## config.mk

```make
export PLATFORM = sky130hd
export DESIGN_NAME = dsp38_fir_seq_flat
export DESIGN_NICKNAME = d
export VERILOG_FILES = /design/src/rtl/dsp38_fir_seq_if.sv /design/src/rtl/dsp38_fir_seq.sv /design/src/flat_wrapper.sv
export SDC_FILE = /design/constraint.sdc
export NUM_CORES = 1
export LEC_CHECK = 0
export CAP_MARGIN = 15
export CELL_PAD_IN_SITES_DETAIL_PLACEMENT = 0
export CELL_PAD_IN_SITES_GLOBAL_PLACEMENT = 1
export CORE_MARGIN = 2
export CORE_UTILIZATION = 42
export DETAILED_ROUTE_END_ITERATION = 16
export MAX_ROUTING_LAYER = met4
export PLACE_DENSITY_LB_ADDON = 0.1
export SYNTH_ARGS = -nofsm -noshare
export SYNTH_HDL_FRONTEND = slang
export SYNTH_SLANG_ARGS = --single-unit
```

## constraint.sdc

```tcl
create_clock -name clk -period 10 [get_ports clk]
set_clock_uncertainty 0.05 [all_clocks]
set_input_delay 2 -clock clk [delete_from_list [all_inputs] [get_ports clk]]
set_output_delay 2 -clock clk [all_outputs]
set_load 0.03 [all_outputs]
```

## src/rtl/dsp38_fir_seq_if.sv

```systemverilog
`default_nettype none
// ============================================================================
// Module   : dsp38_fir_seq_if
// Brief    : Coefficient, sample, result and DSP38 feed/collect signal bundle.
// Revision : 1.0
// ============================================================================
interface dsp38_fir_seq_if;
    logic        coef_we;
    logic [3:0]  coef_addr;
    logic [19:0] coef_data;
    logic        coef_err;
    logic        s_valid;
    logic        s_ready;
    logic [17:0] s_data;
    logic        r_valid;
    logic        r_ready;
    logic [37:0] r_data;
    logic [19:0] dsp_a;
    logic [17:0] dsp_b;
    logic        dsp_load_acc;
    logic [2:0]  dsp_feedback;
    logic [5:0]  dsp_shift_right;
    logic        dsp_saturate_enable;
    logic        dsp_unsigned_a;
    logic        dsp_unsigned_b;
    logic [37:0] dsp_z;

    // master: the sequencer itself; slave: its surroundings (host, sink, DSP38)
    modport master (
        input  coef_we, coef_addr, coef_data, s_valid, s_data, r_ready, dsp_z,
        output coef_err, s_ready, r_valid, r_data, dsp_a, dsp_b, dsp_load_acc,
               dsp_feedback, dsp_shift_right, dsp_saturate_enable,
               dsp_unsigned_a, dsp_unsigned_b
    );

    modport slave (
        output coef_we, coef_addr, coef_data, s_valid, s_data, r_ready, dsp_z,
        input  coef_err, s_ready, r_valid, r_data, dsp_a, dsp_b, dsp_load_acc,
               dsp_feedback, dsp_shift_right, dsp_saturate_enable,
               dsp_unsigned_a, dsp_unsigned_b
    );
endinterface
`default_nettype wire

```

## src/rtl/dsp38_fir_seq.sv

```systemverilog
`default_nettype none
// ============================================================================
// Module   : dsp38_fir_seq
// Brief    : Time-multiplexed FIR sequencer feeding one DSP38 in accumulate mode.
// Revision : 1.0
// ============================================================================
module dsp38_fir_seq #(
    parameter int TAPS        = 4,
    parameter int DSP_LATENCY = 2,
    parameter int SHIFT       = 0,
    parameter int SATURATE    = 0
) (
    input  wire logic       clk,
    input  wire logic       reset,
    dsp38_fir_seq_if.master fir
);
    localparam logic [1:0] c_ST_IDLE    = 2'd0;
    localparam logic [1:0] c_ST_MAC     = 2'd1;
    localparam logic [1:0] c_ST_DRAIN   = 2'd2;
    localparam logic [3:0] c_LAST_TAP   = 4'(TAPS - 1);
    localparam logic [1:0] c_LAST_DRAIN = 2'(DSP_LATENCY - 1);
    localparam logic [4:0] c_TAPS       = 5'(TAPS);

    logic [1:0]  r_state;
    logic [3:0]  r_tap;
    logic [1:0]  r_drain;
    logic        r_live;
    logic [19:0] r_coef [TAPS];
    logic [17:0] r_hist [TAPS];
    logic [37:0] r_data;
    logic        r_valid;
    logic        r_coef_err;

    logic        w_s_ready;
    logic        w_accept;
    logic        w_coef_ok;
    logic        w_coef_wr;
    logic        w_coef_reject;
    logic        w_mac;
    logic [19:0] w_dsp_a;
    logic [17:0] w_dsp_b;

    // r_live keeps S_READY low until the first edge after reset is released
    assign w_s_ready     = r_live && (r_state == c_ST_IDLE) && (!r_valid || fir.r_ready);
    assign w_accept      = fir.s_valid && w_s_ready;
    assign w_coef_ok     = (r_state == c_ST_IDLE) && ({1'b0, fir.coef_addr} < c_TAPS);
    assign w_coef_wr     = fir.coef_we && w_coef_ok;
    assign w_coef_reject = fir.coef_we && !w_coef_ok;
    assign w_mac         = (r_state == c_ST_MAC);

    always_comb begin
        w_dsp_a = '0;
        w_dsp_b = '0;
        if (w_mac) begin
            for (int i = 0; i < TAPS; i++) begin
                if (r_tap == 4'(i)) begin
                    w_dsp_a = r_coef[i];
                    w_dsp_b = r_hist[i];
                end
            end
        end
    end

    always_ff @(posedge clk or posedge reset) begin
        if (reset) begin
            r_state    <= c_ST_IDLE;
            r_tap      <= '0;
            r_drain    <= '0;
            r_live     <= 1'b0;
            r_data     <= '0;
            r_valid    <= 1'b0;
            r_coef_err <= 1'b0;
            for (int i = 0; i < TAPS; i++) begin
                r_coef[i] <= '0;
                r_hist[i] <= '0;
            end
        end else begin
            r_live     <= 1'b1;
            r_coef_err <= w_coef_reject;

            for (int i = 0; i < TAPS; i++) begin
                if (w_coef_wr && (fir.coef_addr == 4'(i))) begin
                    r_coef[i] <= fir.coef_data;
                end
            end

            if (r_valid && fir.r_ready) begin
                r_valid <= 1'b0;
            end

            case (r_state)
                c_ST_IDLE: begin
                    if (w_accept) begin
                        r_hist[0] <= fir.s_data;
                        for (int i = 1; i < TAPS; i++) begin
                            r_hist[i] <= r_hist[i-1];
                        end
                        r_tap   <= '0;
                        r_state <= c_ST_MAC;
                    end
                end
                c_ST_MAC: begin
                    if (r_tap == c_LAST_TAP) begin
                        r_drain <= '0;
                        r_state <= c_ST_DRAIN;
                    end else begin
                        r_tap <= r_tap + 4'd1;
                    end
                end
                c_ST_DRAIN: begin
                    // Z already holds the full sum on the last drain edge
                    if (r_drain == c_LAST_DRAIN) begin
                        r_data  <= fir.dsp_z;
                        r_valid <= 1'b1;
                        r_state <= c_ST_IDLE;
                    end else begin
                        r_drain <= r_drain + 2'd1;
                    end
                end
                default: r_state <= c_ST_IDLE;
            endcase
        end
    end

    assign fir.s_ready             = w_s_ready;
    assign fir.r_valid             = r_valid;
    assign fir.r_data              = r_data;
    assign fir.coef_err            = r_coef_err;
    assign fir.dsp_a               = w_dsp_a;
    assign fir.dsp_b               = w_dsp_b;
    assign fir.dsp_load_acc        = w_mac && (r_tap == 4'd0);
    assign fir.dsp_feedback        = 3'b000;
    assign fir.dsp_shift_right     = 6'(SHIFT);
    assign fir.dsp_saturate_enable = (SATURATE != 0);
    assign fir.dsp_unsigned_a      = 1'b0;
    assign fir.dsp_unsigned_b      = 1'b0;
endmodule
`default_nettype wire

```

## src/flat_wrapper.sv

```systemverilog
// flat-port wrapper written by rule: the top's interface ports become plain ports
module dsp38_fir_seq_flat 
#(
    parameter int TAPS        = 4,
    parameter int DSP_LATENCY = 2,
    parameter int SHIFT       = 0,
    parameter int SATURATE    = 0
)
  (clk, reset, fir_coef_we, fir_coef_addr, fir_coef_data, fir_s_valid, fir_s_data, fir_r_ready, fir_dsp_z, fir_coef_err, fir_s_ready, fir_r_valid, fir_r_data, fir_dsp_a, fir_dsp_b, fir_dsp_load_acc, fir_dsp_feedback, fir_dsp_shift_right, fir_dsp_saturate_enable, fir_dsp_unsigned_a, fir_dsp_unsigned_b);
  dsp38_fir_seq_if fir_i ();
  input  wire logic clk;
  input  wire logic reset;
  input wire logic [$bits(fir_i.coef_we)-1:0] fir_coef_we;
  input wire logic [$bits(fir_i.coef_addr)-1:0] fir_coef_addr;
  input wire logic [$bits(fir_i.coef_data)-1:0] fir_coef_data;
  input wire logic [$bits(fir_i.s_valid)-1:0] fir_s_valid;
  input wire logic [$bits(fir_i.s_data)-1:0] fir_s_data;
  input wire logic [$bits(fir_i.r_ready)-1:0] fir_r_ready;
  input wire logic [$bits(fir_i.dsp_z)-1:0] fir_dsp_z;
  output wire logic [$bits(fir_i.coef_err)-1:0] fir_coef_err;
  output wire logic [$bits(fir_i.s_ready)-1:0] fir_s_ready;
  output wire logic [$bits(fir_i.r_valid)-1:0] fir_r_valid;
  output wire logic [$bits(fir_i.r_data)-1:0] fir_r_data;
  output wire logic [$bits(fir_i.dsp_a)-1:0] fir_dsp_a;
  output wire logic [$bits(fir_i.dsp_b)-1:0] fir_dsp_b;
  output wire logic [$bits(fir_i.dsp_load_acc)-1:0] fir_dsp_load_acc;
  output wire logic [$bits(fir_i.dsp_feedback)-1:0] fir_dsp_feedback;
  output wire logic [$bits(fir_i.dsp_shift_right)-1:0] fir_dsp_shift_right;
  output wire logic [$bits(fir_i.dsp_saturate_enable)-1:0] fir_dsp_saturate_enable;
  output wire logic [$bits(fir_i.dsp_unsigned_a)-1:0] fir_dsp_unsigned_a;
  output wire logic [$bits(fir_i.dsp_unsigned_b)-1:0] fir_dsp_unsigned_b;
  assign fir_i.coef_we = fir_coef_we;
  assign fir_i.coef_addr = fir_coef_addr;
  assign fir_i.coef_data = fir_coef_data;
  assign fir_i.s_valid = fir_s_valid;
  assign fir_i.s_data = fir_s_data;
  assign fir_i.r_ready = fir_r_ready;
  assign fir_i.dsp_z = fir_dsp_z;
  assign fir_coef_err = fir_i.coef_err;
  assign fir_s_ready = fir_i.s_ready;
  assign fir_r_valid = fir_i.r_valid;
  assign fir_r_data = fir_i.r_data;
  assign fir_dsp_a = fir_i.dsp_a;
  assign fir_dsp_b = fir_i.dsp_b;
  assign fir_dsp_load_acc = fir_i.dsp_load_acc;
  assign fir_dsp_feedback = fir_i.dsp_feedback;
  assign fir_dsp_shift_right = fir_i.dsp_shift_right;
  assign fir_dsp_saturate_enable = fir_i.dsp_saturate_enable;
  assign fir_dsp_unsigned_a = fir_i.dsp_unsigned_a;
  assign fir_dsp_unsigned_b = fir_i.dsp_unsigned_b;
  dsp38_fir_seq #(.TAPS(TAPS), .DSP_LATENCY(DSP_LATENCY), .SHIFT(SHIFT), .SATURATE(SATURATE)) u_core (.clk(clk), .reset(reset), .fir(fir_i));
endmodule
```

Word level (Yosys, flattened, before mapping)
Cells that the tools add are included.
{"block": "word_totals", "reg_bits": 201, "output_inout_bits": 92}
{"block": "op_classes", "n_mux": 23, "n_reduce_logical": 25, "add_sub_neg": 2, "magnitude_cmp": 1, "n_eq_ne": 14}
{"operator": "$mux 20", "count": 5}
{"operator": "$mux 18", "count": 5}
{"operator": "$eq 4x2->1 const B", "count": 4}
{"operator": "$logic_and 1x1->1", "count": 12}
{"operator": "$mux 2", "count": 5}
{"operator": "$reduce_and 3->1", "count": 3}
{"operator": "$eq 4x1->1 const B", "count": 2}
{"operator": "$logic_not 4->1", "count": 2}
{"operator": "$mux 4", "count": 2}
{"operator": "$pmux 4 s2", "count": 1}
{"operator": "$ne 2x2->1 const B", "count": 3}
{"operator": "$pmux 2 s3", "count": 1}
{"operator": "$add 4x1->4 const B", "count": 1}
{"operator": "$eq 2x1->1 const B", "count": 2}
{"operator": "$lt 4x3->1 const B", "count": 1}
{"operator": "$ne 2x1->1 const B", "count": 2}
{"operator": "$pmux 2 s2", "count": 1}
{"operator": "$reduce_and 2->1", "count": 2}
{"operator": "$reduce_bool 2->1", "count": 2}
{"operator": "$mux 1", "count": 3}
{"operator": "$add 2x1->2 const B", "count": 1}
{"operator": "$eq 2x2->1 const B", "count": 1}
{"operator": "$logic_not 1->1", "count": 2}
{"operator": "$logic_not 2->1", "count": 1}
{"operator": "$logic_or 1x1->1", "count": 1}

Depth between registers and ports, before layout
Gate-level depths: netlist of the first run.
{"block": "logic_depth", "word_depth": 6, "depth_mapped": 8}

Worst setup path after synthesis of the first run
OpenSTA, ideal clock, no wires.
{"block": "synth_path", "path_type": "input -> output", "start": "in fir_r_ready", "end": "out fir_s_ready", "slack_ns": 5.483, "t_required_ns": 7.950, "t_arrival_ns": 2.467, "cell_stages": 2, "path_cell_list": "nand2b_1 -> and3_1"}
{"block": "synth_via", "elab_chain_len": 2}
{"item": "from (decl)", "line_no": "flat_wrapper.sv:18", "text": "input wire logic [$bits(fir_i.r_ready)-1:0] fir_r_ready;"}
{"item": "$logic_or 1x1->1", "line_no": "dsp38_fir_seq.sv:44", "text": "assign w_s_ready = r_live && (r_state == c_ST_IDLE) && (!r_valid || fir.r_ready);"}
{"item": "$logic_and 1x1->1", "line_no": "dsp38_fir_seq.sv:44"}
{"item": "to (decl)", "line_no": "flat_wrapper.sv:21", "text": "output wire logic [$bits(fir_i.s_ready)-1:0] fir_s_ready;"}
No other way between the ends.

Worst setup path after layout of the first run
{"block": "layout_path", "start": "reg u_core.r_tap[1]", "end": "out fir_dsp_b[17]"}
{"block": "layout_via", "elab_chain_len": 6, "word_cells_on_any_way": 9, "classes_between": "eq/ne: 3; mux: 5; reduce/logical: 1"}
{"item": "from (decl)", "line_no": "dsp38_fir_seq.sv:25", "text": "logic [3:0] r_tap;"}
{"item": "from (signal assigned)", "line_no": "dsp38_fir_seq.sv:107", "text": "r_tap <= r_tap + 4'd1;"}
{"item": "$logic_not 4->1", "line_no": "dsp38_fir_seq.sv:56", "text": "if (r_tap == 4'(i)) begin"}
{"item": "$mux 18 (3 in series)", "line_no": "dsp38_fir_seq.sv:56"}
{"item": "$mux 18 (*)", "line_no": "dsp38_fir_seq.sv:56"}
{"item": "$mux 18 (*)", "line_no": "dsp38_fir_seq.sv:54", "text": "if (w_mac) begin"}
{"item": "to (decl)", "line_no": "flat_wrapper.sv:25", "text": "output wire logic [$bits(fir_i.dsp_b)-1:0] fir_dsp_b;"}
Every way passes the cells marked *; elsewhere a longest branch is shown, timed or not.

==> results.toml, run 1 <==
[status]
status = "completed"

[sta]
grt_setup_unrepaired = "no"
final_max_slew_viol_count = 0
setup_viol = 0
slew_headroom_pct = 30.7
max_freq_mhz = 176
timing_hold_violations_final = 0
tightestPinTransition_ps = 1040
fin_setup_tns_ps = 0
period_needed_ps = 5670
fin_crit_sh_pct = 56.7

[finish]
multi_input_area_sq_um = 3700
drive_gt1_share_pct = 28.7
area_delta_synth_final_pct = 28.3
num_antenna_cells = 0
fillers = 1752
seq_area_sq_um = 5030
instances_no_fill = 1126
layout.nets = 933

[run]
drv_cap = 0

[global_route]
grt_pass1_vias = 6283
grt_max_degree = 136
track_usage_pct = 19.2
grt_pass1_wl_um = 33400
antenna_found_initial = 0
globalRouteOverflowTotal = 0

[worst_setup_path]
max_stage_delay_ps = 850
crit_type = "register to primary output"
critPathCaptureType = "primary output"
arrival_ps = 3620
worstSetupStartpointType = "register"
cp_cell_sequence = "inv_1 -> ha_2 -> buf_4 -> nor2b_1 -> a22oi_1 -> o21ai_0 -> a22o_1 -> clkdlybuf4s50_1"
worst-path-max-fanout = 66
required_ps = 7950
crit_path_top_delay_cell = "nor2b_1"

[cts]
path_clk_slew_ps = 60
htreeDepth = 1
cts_tree = "done"
cts_buffers = 23
worstSkewPairLatency_ps = 490
cts_max_path_buffers = 3
cts-root-buf = "clkbuf_16"
cts_sinks = 201
post-cts-setup-buffers = 0
holdBufCountCts = 0
cts_resized = 0

[power_and_ir_drop]
leakagePower_nw = 4.94
vdd_drop_max_mv = 0.213
powerDensity_nw_per_um2 = 325

[logic_synthesis]
ys_ff_latch = 201
avgSynthCellArea_sq_um = 13.1
yosysWarnings = 0
synth_area_sq_um = 9000
yosysSeqAreaShare_pct = 55.9
postSynthCellCount = 687
synth_cell_types = 36

[detailed_routing]
via_per_inst = 5.32
post_drt_wl_per_cell_um = 18.5
firstDrtPassIters = 4
wirelength_um = 20900
drcViolationCount = 0
ant_nets = 0
drt_iter0_markers = 268
vias = 5990

[floorplanning]
die_y_um = 150
start_util_pct = 42.8
core.rowCount = 53
dieArea_sq_um = 22600
top_level_ports = 177
dieWidth_um = 150
core_sq_um = 21000

[min_path]
min_path_type = "register to register"

[place]
dpl.hpwl_um = 12700
dp_cells = 1089
portBuffers = 164
gp_congestion = 0.765
## cells in the final DEF (no fill, tap or decap), types with 2 or more instances in the layout
cell	Yosys	layout
a21oi_1	27	27
a22o_1	13	13
a22oi_1	11	11
a32o_1	27	27
and3_1	4	3
buf_4	12	11
clkbuf_1	20	6
clkbuf_16	0	23
clkbuf_8	0	6
clkdlybuf4s50_1	0	164
conb_1	2	13
dfrtp_1	201	201
ha_1	9	7
ha_2	0	2
inv_1	6	5
mux2_2	193	193
nand2_1	42	42
nand2b_1	28	28
nand3_1	2	2
nand3b_1	2	2
nand4b_1	2	2
nor2_1	5	4
nor2b_1	2	2
o21ai_0	39	39
## Yosys cell counts
cell type / n / share of area [%]
dfrtp_1: 201 / 56
mux2_2: 193 / 24
nand2_1: 42 / 1.8
o21ai_0: 39 / 2.2
nand2b_1: 28 / 1.9
a21oi_1: 27 / 1.5
a32o_1: 27 / 3.0
clkbuf_1: 20 / 0.83
buf_2: 19 / 1.1
a22o_1: 13 / 1.3
buf_4: 12 / 1.0
a22oi_1: 11 / 0.92
ha_1: 9 / 1.3
buf_1: 6 / 0.25
inv_1: 6 / 0.25
nor2_1: 5 / 0.21
and3_1: 4 / 0.28
buf_6: 2 / 0.25
conb_1: 2 / 0.083
nand3_1: 2 / 0.11
nand3b_1: 2 / 0.17
nand4b_1: 2 / 0.19
nor2b_1: 2 / 0.14
a211o_1: 1 / 0.097
a21bo_2: 1 / 0.11
a31oi_1: 1 / 0.070
inv_2: 1 / 0.042
mux2i_1: 1 / 0.11
nand4_1: 1 / 0.070
nor3b_2: 1 / 0.14
nor4b_4: 1 / 0.26
o221ai_1: 1 / 0.097
o22ai_1: 1 / 0.070
o31a_1: 1 / 0.097
or3_1: 1 / 0.070
or3b_1: 1 / 0.097
## registers in the layout, indices dropped and copies added, names as in the netlist
| name | flops |
|---|---|
| u_core.fir.r_data | 38 |
| u_core.r_live | 1 |
| u_core.fir.r_valid | 1 |
| u_core.r_tap | 4 |
| u_core.r_coef | 80 |
| u_core.fir.coef_err | 1 |
| u_core.r_drain | 2 |
| u_core.r_state | 2 |
| u_core.r_hist | 72 |
## area by class of cell
type / instances / area share, %
repair buffers: 175 / 14.9
clock inverters: 2 / 0.336
inverters: 7 / 0.292
clock buffers: 35 / 5.89
well taps: 275 / 2.98
multi-input cells: 431 / 32.0
flip-flops and latches: 201 / 43.5
## cells by family (layout without fill, tap and decap cells)
family	Yosys count	in the layout	share of synthesized area, %
AO/OA/AOI/OAI	123	123	9.40
adder cells (fa/ha/maj)	9	9	1.25
buffers and inverters	66	219	3.68
flip-flops	201	201	55.9
multiplexers	194	194	24.3
other	2	13	0.0834
AND/OR/NAND/NOR	92	92	5.44
## power breakdown
group / switching, mW / internal [mW] / leakage (nW)
sequential: 0.219 / 1.21 / 2.49
combinational: 0.788 / 0.741 / 2.10
clock: 0.313 / 0.490 / 0.352
total: 1.32 / 2.44 / 4.94
## final timing paths
kind                                                from                             to  slack [ps]  cells past startpoint
max in group asynchronous                          reset   u_core.r_coef[4]$_DFFE_PP0P_        6410                      3
max                          u_core.r_tap[1]$_DFFE_PP0P_                  fir_dsp_b[17]        4330                      8
min reg2reg                u_core.r_drain[0]$_DFFE_PP0P_  u_core.r_drain[0]$_DFFE_PP0P_         440                      1
max reg2reg                u_core.r_state[0]$_DFFE_PP0P_  u_core.r_coef[28]$_DFFE_PP0P_        7270                      7
min                        u_core.r_drain[0]$_DFFE_PP0P_  u_core.r_drain[0]$_DFFE_PP0P_         440                      1
min in group asynchronous                          reset  u_core.r_hist[56]$_DFFE_PP0P_        2070                      2
## metal layers
layer / track usage [%] / share of wire [%] / vias up
met1: 25.4 / 45 / 3043
met5: - / 0 / -
met3: 4.27 / 5.8 / 21
li1: - / - / 2752
met2: 30.5 / 48 / 174
met4: 3.96 / 1.5 / 0
## metrics by stage
| stage | util (%) | setup WS, ps | area [sq um] | hold WS (ps) | total power, mW |
|---|---|---|---|---|---|
| floorplan | - | 2470 | 9040 | 407 | 2.44 |
| global route | 54.9 | 4060 | 11600 | 464 | 4.00 |
| finish | 54.9 | 4330 | 11600 | 444 | 3.76 |
| detailed placement | 51.5 | 4530 | 10800 | 433 | 2.98 |
| CTS | 54.9 | 4220 | 11600 | 447 | 3.81 |
| global placement | 51.5 | 4510 | 10800 | 420 | 2.91 |
## worst max-delay path, delay by kind of cell (launching register included)
family                     cells  cell delay [ps]
buffers and inverters          3             1140
DFF                            1              420
and+or+nand+nor                1              850
AOI/OAI and AO/OA              3              550
adders and majority gates      1              170
(Power assumes the default switching activity.)
==> inputs of run 2 (changes only) <==
==> constraint.sdc (replaced) <==
create_clock -name clk -period 5.4 [get_ports clk]
set_clock_uncertainty 0.05 [all_clocks]
set_input_delay 1.08 -clock clk [delete_from_list [all_inputs] [get_ports clk]]
set_output_delay 1.08 -clock clk [all_outputs]
set_load 0.03 [all_outputs]
==> results.toml, run 2 (synthesis results as in run 1) <==
[min_path]
holdPathStages = 1
hold_start = "u_core.r_drain[0]$_DFFE_PP0P_"
min_to = "u_core.r_drain[0]$_DFFE_PP0P_"
min_path_type = "register to register"

[sta]
final_max_slew_viol_count = 0
period_needed_ps = 4510
holdWs_ps = 442
grt_setup_unrepaired = "no"
max_freq_mhz = 222
slew_headroom_pct = 10.7
fin_crit_sh_pct = 83.5
tightestPinTransition_ps = 1340
timing_hold_violations_final = 0
setup_viol = 0
fin_setup_tns_ps = 0

[cts]
path_clk_slew_ps = 60
cts_buffers = 23
cts_max_path_buffers = 3
cts_sinks = 201
worstSkewPairLatency_ps = 510
cts_resized = 0
cts-root-buf = "clkbuf_16"
holdBufCountCts = 0
htreeDepth = 1
cts_tree = "done"
post-cts-setup-buffers = 0

[floorplanning]
start_util_pct = 42.8
die_y_um = 150
top_level_ports = 177
core_sq_um = 21000
dieArea_sq_um = 22600
core.rowCount = 53
dieWidth_um = 150

[worst_setup_path]
required_ps = 4270
crit_type = "register to primary output"
reg2regPathDepth = 7
worst-path-max-fanout = 38
worst_r2r_endpoint = "u_core.r_coef[12]$_DFFE_PP0P_"
r2r_slack_ps = 2680
worstSetupStartpointType = "register"
critPathCaptureType = "primary output"
r2r_start = "u_core.r_state[0]$_DFFE_PP0P_"
arrival_ps = 3380

[finish]
fin_util_pct = 55.7
instances_no_fill = 1129
area_delta_synth_final_pct = 30.2
top_register = "u_core.r_coef"
top_regs = "u_core.r_coef x80, u_core.r_hist x72, u_core.fir.r_data x38"
layout.nets = 932
drive_gt1_share_pct = 29.6
final_cell_mix = "dfrtp_1, mux2_2, clkdlybuf4s50_1"
largest_reg_flops = 80
num_antenna_cells = 0
final_common_cell = "dfrtp_1"
stdcell_area_sq_um = 11700

[power_and_ir_drop]
power_frac_comb_pct = 39.6
p_seq_share_pct = 37.0
intPower_mw = 4.67
vdd_drop_max_mv = 0.317
pwr-share-clk_pct = 23.4
p_sw_share_pct = 34.8
switchingPower_mw = 2.49
powerDensity_nw_per_um2 = 611
leakagePower_nw = 5.02

[place]
dp_cells = 1085
placed_area_sq_um = 10800
dpl.hpwl_um = 12500
portBuffers = 164
gp_congestion = 0.737

[detailed_routing]
firstDrtPassIters = 4
post_drt_wl_per_cell_um = 18.3
vias = 6010
ant_nets = 0
drt_iter0_markers = 307
via_per_inst = 5.32
drcViolationCount = 0
wirelength_um = 20700

[global_route]
track_usage_pct = 18.8
grt_pass1_vias = 6279
grt_pass1_wl_um = 32800
globalRouteOverflowTotal = 0
grt_max_degree = 202
antenna_found_initial = 0

[run]
drv_cap = 0

[status]
status = "completed"
## run 2: cell type report
cell class | instances | area, sq um
fillers | 1705 | 9300
flip-flops and latches | 201 | 5030
multi-input cells | 431 | 3700
repair buffers | 174 | 1780
clock buffers | 30 | 672
well taps | 275 | 344
clock inverters | 11 | 159
inverters | 7 | 30.0
## run 2: power groups by stage
stage / Combinational (mW) / Sequential [mW] / Clock [mW]
floorplan: 1.67 / 2.85 / 0
global route: 3.06 / 2.74 / 1.80
global placement: 2.80 / 2.61 / 0
finish: 2.83 / 2.65 / 1.68
CTS: 2.87 / 2.64 / 1.72
detailed placement: 2.86 / 2.66 / 0
## run 2: through the flow
stage / power [mW] / worst slack, ps
6_report: 7.16 / 890
2_1_floorplan: 4.51 / 1670
3_3_place_gp: 5.40 / 1390
4_1_cts: 7.24 / 845
3_5_place_dp: 5.52 / 1390
5_1_grt: 7.60 / 697
## run 2: worst max-delay path by stage
stage	from	end	slack, ps	cells past startpoint
2_1_floorplan	reset	u_core.fir.coef_err$_DFF_PP0_	1670	1
3_3_place_gp	u_core.r_state[1]$_DFFE_PP0P_	fir_dsp_b[15]	1390	6
3_5_place_dp	u_core.r_state[1]$_DFFE_PP0P_	fir_dsp_b[15]	1390	6
4_1_cts	u_core.r_state[1]$_DFFE_PP0P_	fir_dsp_b[15]	850	6
5_1_grt	u_core.r_state[1]$_DFFE_PP0P_	fir_dsp_b[15]	700	6
6_report	u_core.r_state[1]$_DFFE_PP0P_	fir_dsp_b[15]	890	6
## run 2: worst max-delay path, cell delays in order, from the launching register on
cell and delay (ps):
dfrtp_1 390, inv_1 110, ha_1 300, nand2_1 130, nor2_4 910, a32o_1 340, clkdlybuf4s50_1 690
## run 2: layer usage
layer	global-route usage, %	wire, um	vias up
li1	-	-	2745
met1	23.3	8830	3067
met3	4.39	1270	33
met5	-	0	-
met4	5.33	444	0
met2	31.1	10100	165
==> inputs of run 3 (changes only) <==
--- a/config.mk
+++ b/config.mk
@@ -9,7 +9,7 @@
 export CELL_PAD_IN_SITES_DETAIL_PLACEMENT = 0
 export CELL_PAD_IN_SITES_GLOBAL_PLACEMENT = 1
 export CORE_MARGIN = 2
-export CORE_UTILIZATION = 42
+export CORE_UTILIZATION = 38
 export DETAILED_ROUTE_END_ITERATION = 16
 export MAX_ROUTING_LAYER = met4
 export PLACE_DENSITY_LB_ADDON = 0.1
==> constraint.sdc (replaced) <==
create_clock -name clk -period 3.8 [get_ports clk]
set_clock_uncertainty 0.05 [all_clocks]
set_input_delay 0.76 -clock clk [delete_from_list [all_inputs] [get_ports clk]]
set_output_delay 0.76 -clock clk [all_outputs]
set_load 0.03 [all_outputs]
==> results.toml, run 3 (synthesis results as in run 1) <==
[status]
status = "completed"

[power_and_ir_drop]
p_sw_share_pct = 34.9
leakagePower_nw = 5.08
pwr-share-clk_pct = 22.1
powerDensity_nw_per_um2 = 854
power_frac_comb_pct = 40.7
p_seq_share_pct = 37.3
switchingPower_mw = 3.52
intPower_mw = 6.56
vdd_drop_max_mv = 0.568

[run]
drv_cap = 0

[finish]
final_common_cell = "dfrtp_1"
largest_reg_flops = 80
instances_no_fill = 1184
area_delta_synth_final_pct = 31.1
fillers = 2042
layout.nets = 943
top_regs = "u_core.r_coef x80, u_core.r_hist x72, u_core.fir.r_data x38"
drive_gt1_share_pct = 30.6
final_cell_mix = "dfrtp_1, mux2_2, clkdlybuf4s50_1"
top_register = "u_core.r_coef"
num_antenna_cells = 0

[global_route]
grt_pass1_vias = 6330
use_met1_pct = 22.8
globalRouteOverflowTotal = 0
met3_usage_pct = 3.78
antenna_found_initial = 0
track_usage_pct = 17.3
grt_max_degree = 120
grt_pass1_wl_um = 33300
grt.busiest_layer = "met2"
use_met2_pct = 27.6

[floorplanning]
dieArea_sq_um = 24900
die_y_um = 158
start_util_pct = 38.6
dieWidth_um = 158
top_level_ports = 177
core_sq_um = 23300
core.rowCount = 56

[place]
dp_cells = 1142
gp_congestion = 0.748
portBuffers = 164
dpl.hpwl_um = 13300

[cts]
holdBufCountCts = 0
cts_sinks = 201
worstSkewPairLatency_ps = 500
cts_tree = "done"
cts_buffers = 24
htreeDepth = 1
post-cts-setup-buffers = 0
cts-root-buf = "clkbuf_16"
cts_max_path_buffers = 3
cts_resized = 1
path_clk_slew_ps = 60

[detailed_routing]
via_per_inst = 5.02
drt_iter0_markers = 226
vias = 5943
wirelength_um = 20700
post_drt_wl_per_cell_um = 17.5
ant_nets = 0
drcViolationCount = 0
firstDrtPassIters = 4

[sta]
fin_crit_sh_pct = 95.1
setup_viol = 0
fin_setup_tns_ps = 0
timing_hold_violations_final = 0
holdWs_ps = 443
max_freq_mhz = 277
grt_setup_unrepaired = "no"
final_max_slew_viol_count = 0
period_needed_ps = 3610
tightestPinTransition_ps = 691
slew_headroom_pct = 54.0

[min_path]
min_path_type = "register to register"
hold_start = "u_core.r_drain[0]$_DFFE_PP0P_"

[worst_setup_path]
crit_type = "register to primary output"
worstSetupStartpointType = "register"
reg2regPathDepth = 7
critPathCaptureType = "primary output"
required_ps = 2990
r2r_slack_ps = 1150
worst-path-max-fanout = 24
arrival_ps = 2800
r2r_start = "u_core.r_state[1]$_DFFE_PP0P_"
crit_start = "u_core.r_state[1]$_DFFE_PP0P_"
worst_r2r_endpoint = "u_core.r_coef[40]$_DFFE_PP0P_"
cp-endpoint = "fir_dsp_a[13]"
## run 3: changes by cell type in the layout (fill, tap and decap cells not counted), moves of 2 or more
cell,delta
buf_4,+19
buf_8,-3
clkinv_2,-6
dlymetal6s2s_1,+2
buf_6,+2
clkbuf_1,+10
clkbuf_8,-2
buf_12,+4
clkbuf_16,+2
bufinv_16,-3
clkdlybuf4s50_1,-13
## run 3: critical path: stages (launching register included)
cell and delay [ps]:
dfrtp_1 400, inv_1 100, ha_1 310, nand2_1 140
nor2_4 260, buf_12 220, a32o_1 180, clkdlybuf4s50_1 670
## run 3: worst min-delay path by stage
stage / to / cells past startpoint / slack, ps
floorplan: u_core.r_drain[0]$_DFFE_PP0P_ / 1 / 410
global placement: u_core.r_drain[0]$_DFFE_PP0P_ / 1 / 420
detailed placement: u_core.r_coef[21]$_DFFE_PP0P_ / 1 / 430
CTS: u_core.r_coef[21]$_DFFE_PP0P_ / 1 / 450
global route: u_core.r_coef[26]$_DFFE_PP0P_ / 1 / 460
finish: u_core.r_drain[0]$_DFFE_PP0P_ / 1 / 440
## run 3: layout make-up
type / instances / area [sq um] / share of cell area [%]
inverter: 7 / 30.0 / 0.255
clock inverter: 2 / 38.8 / 0.329
sequential: 201 / 5030 / 42.6
tap: 319 / 399 / 3.38
clock buffer: 40 / 732 / 6.21
multi-input combinational: 431 / 3710 / 31.5
timing repair buffer: 184 / 1850 / 15.7
## run 3: power by group through the flow
| stage | clock network (mW) | registers (mW) | logic [mW] |
|---|---|---|---|
| after floorplan | 0 | 4.04 | 2.37 |
| after global placement | 0 | 3.70 | 4.06 |
| after detailed placement | 0 | 3.77 | 4.14 |
| after CTS | 2.30 | 3.75 | 4.16 |
| after global routing | 2.38 | 3.89 | 4.44 |
| final | 2.22 | 3.75 | 4.10 |
## run 3: per-layer routing
metal  vias to the layer above  part of all wire (%)
met2                       168                    47
met5                         -                     0
li1                       2783                     -
met4                         0                   1.8
met1                      2964                    45
met3                        28                   6.0
## run 3: metrics by stage
step / setup slack [ps] / total power, mW / instance area (sq um) / util, %
after detailed placement: 549 / 7.90 / 11000 / 47.1
after global routing: 4.84 / 10.7 / 11800 / 50.6
after CTS: 91.2 / 10.2 / 11800 / 50.5
after global placement: 617 / 7.76 / 11000 / 47.1
final: 188 / 10.1 / 11800 / 50.6
after floorplan: 388 / 6.41 / 9040 / -
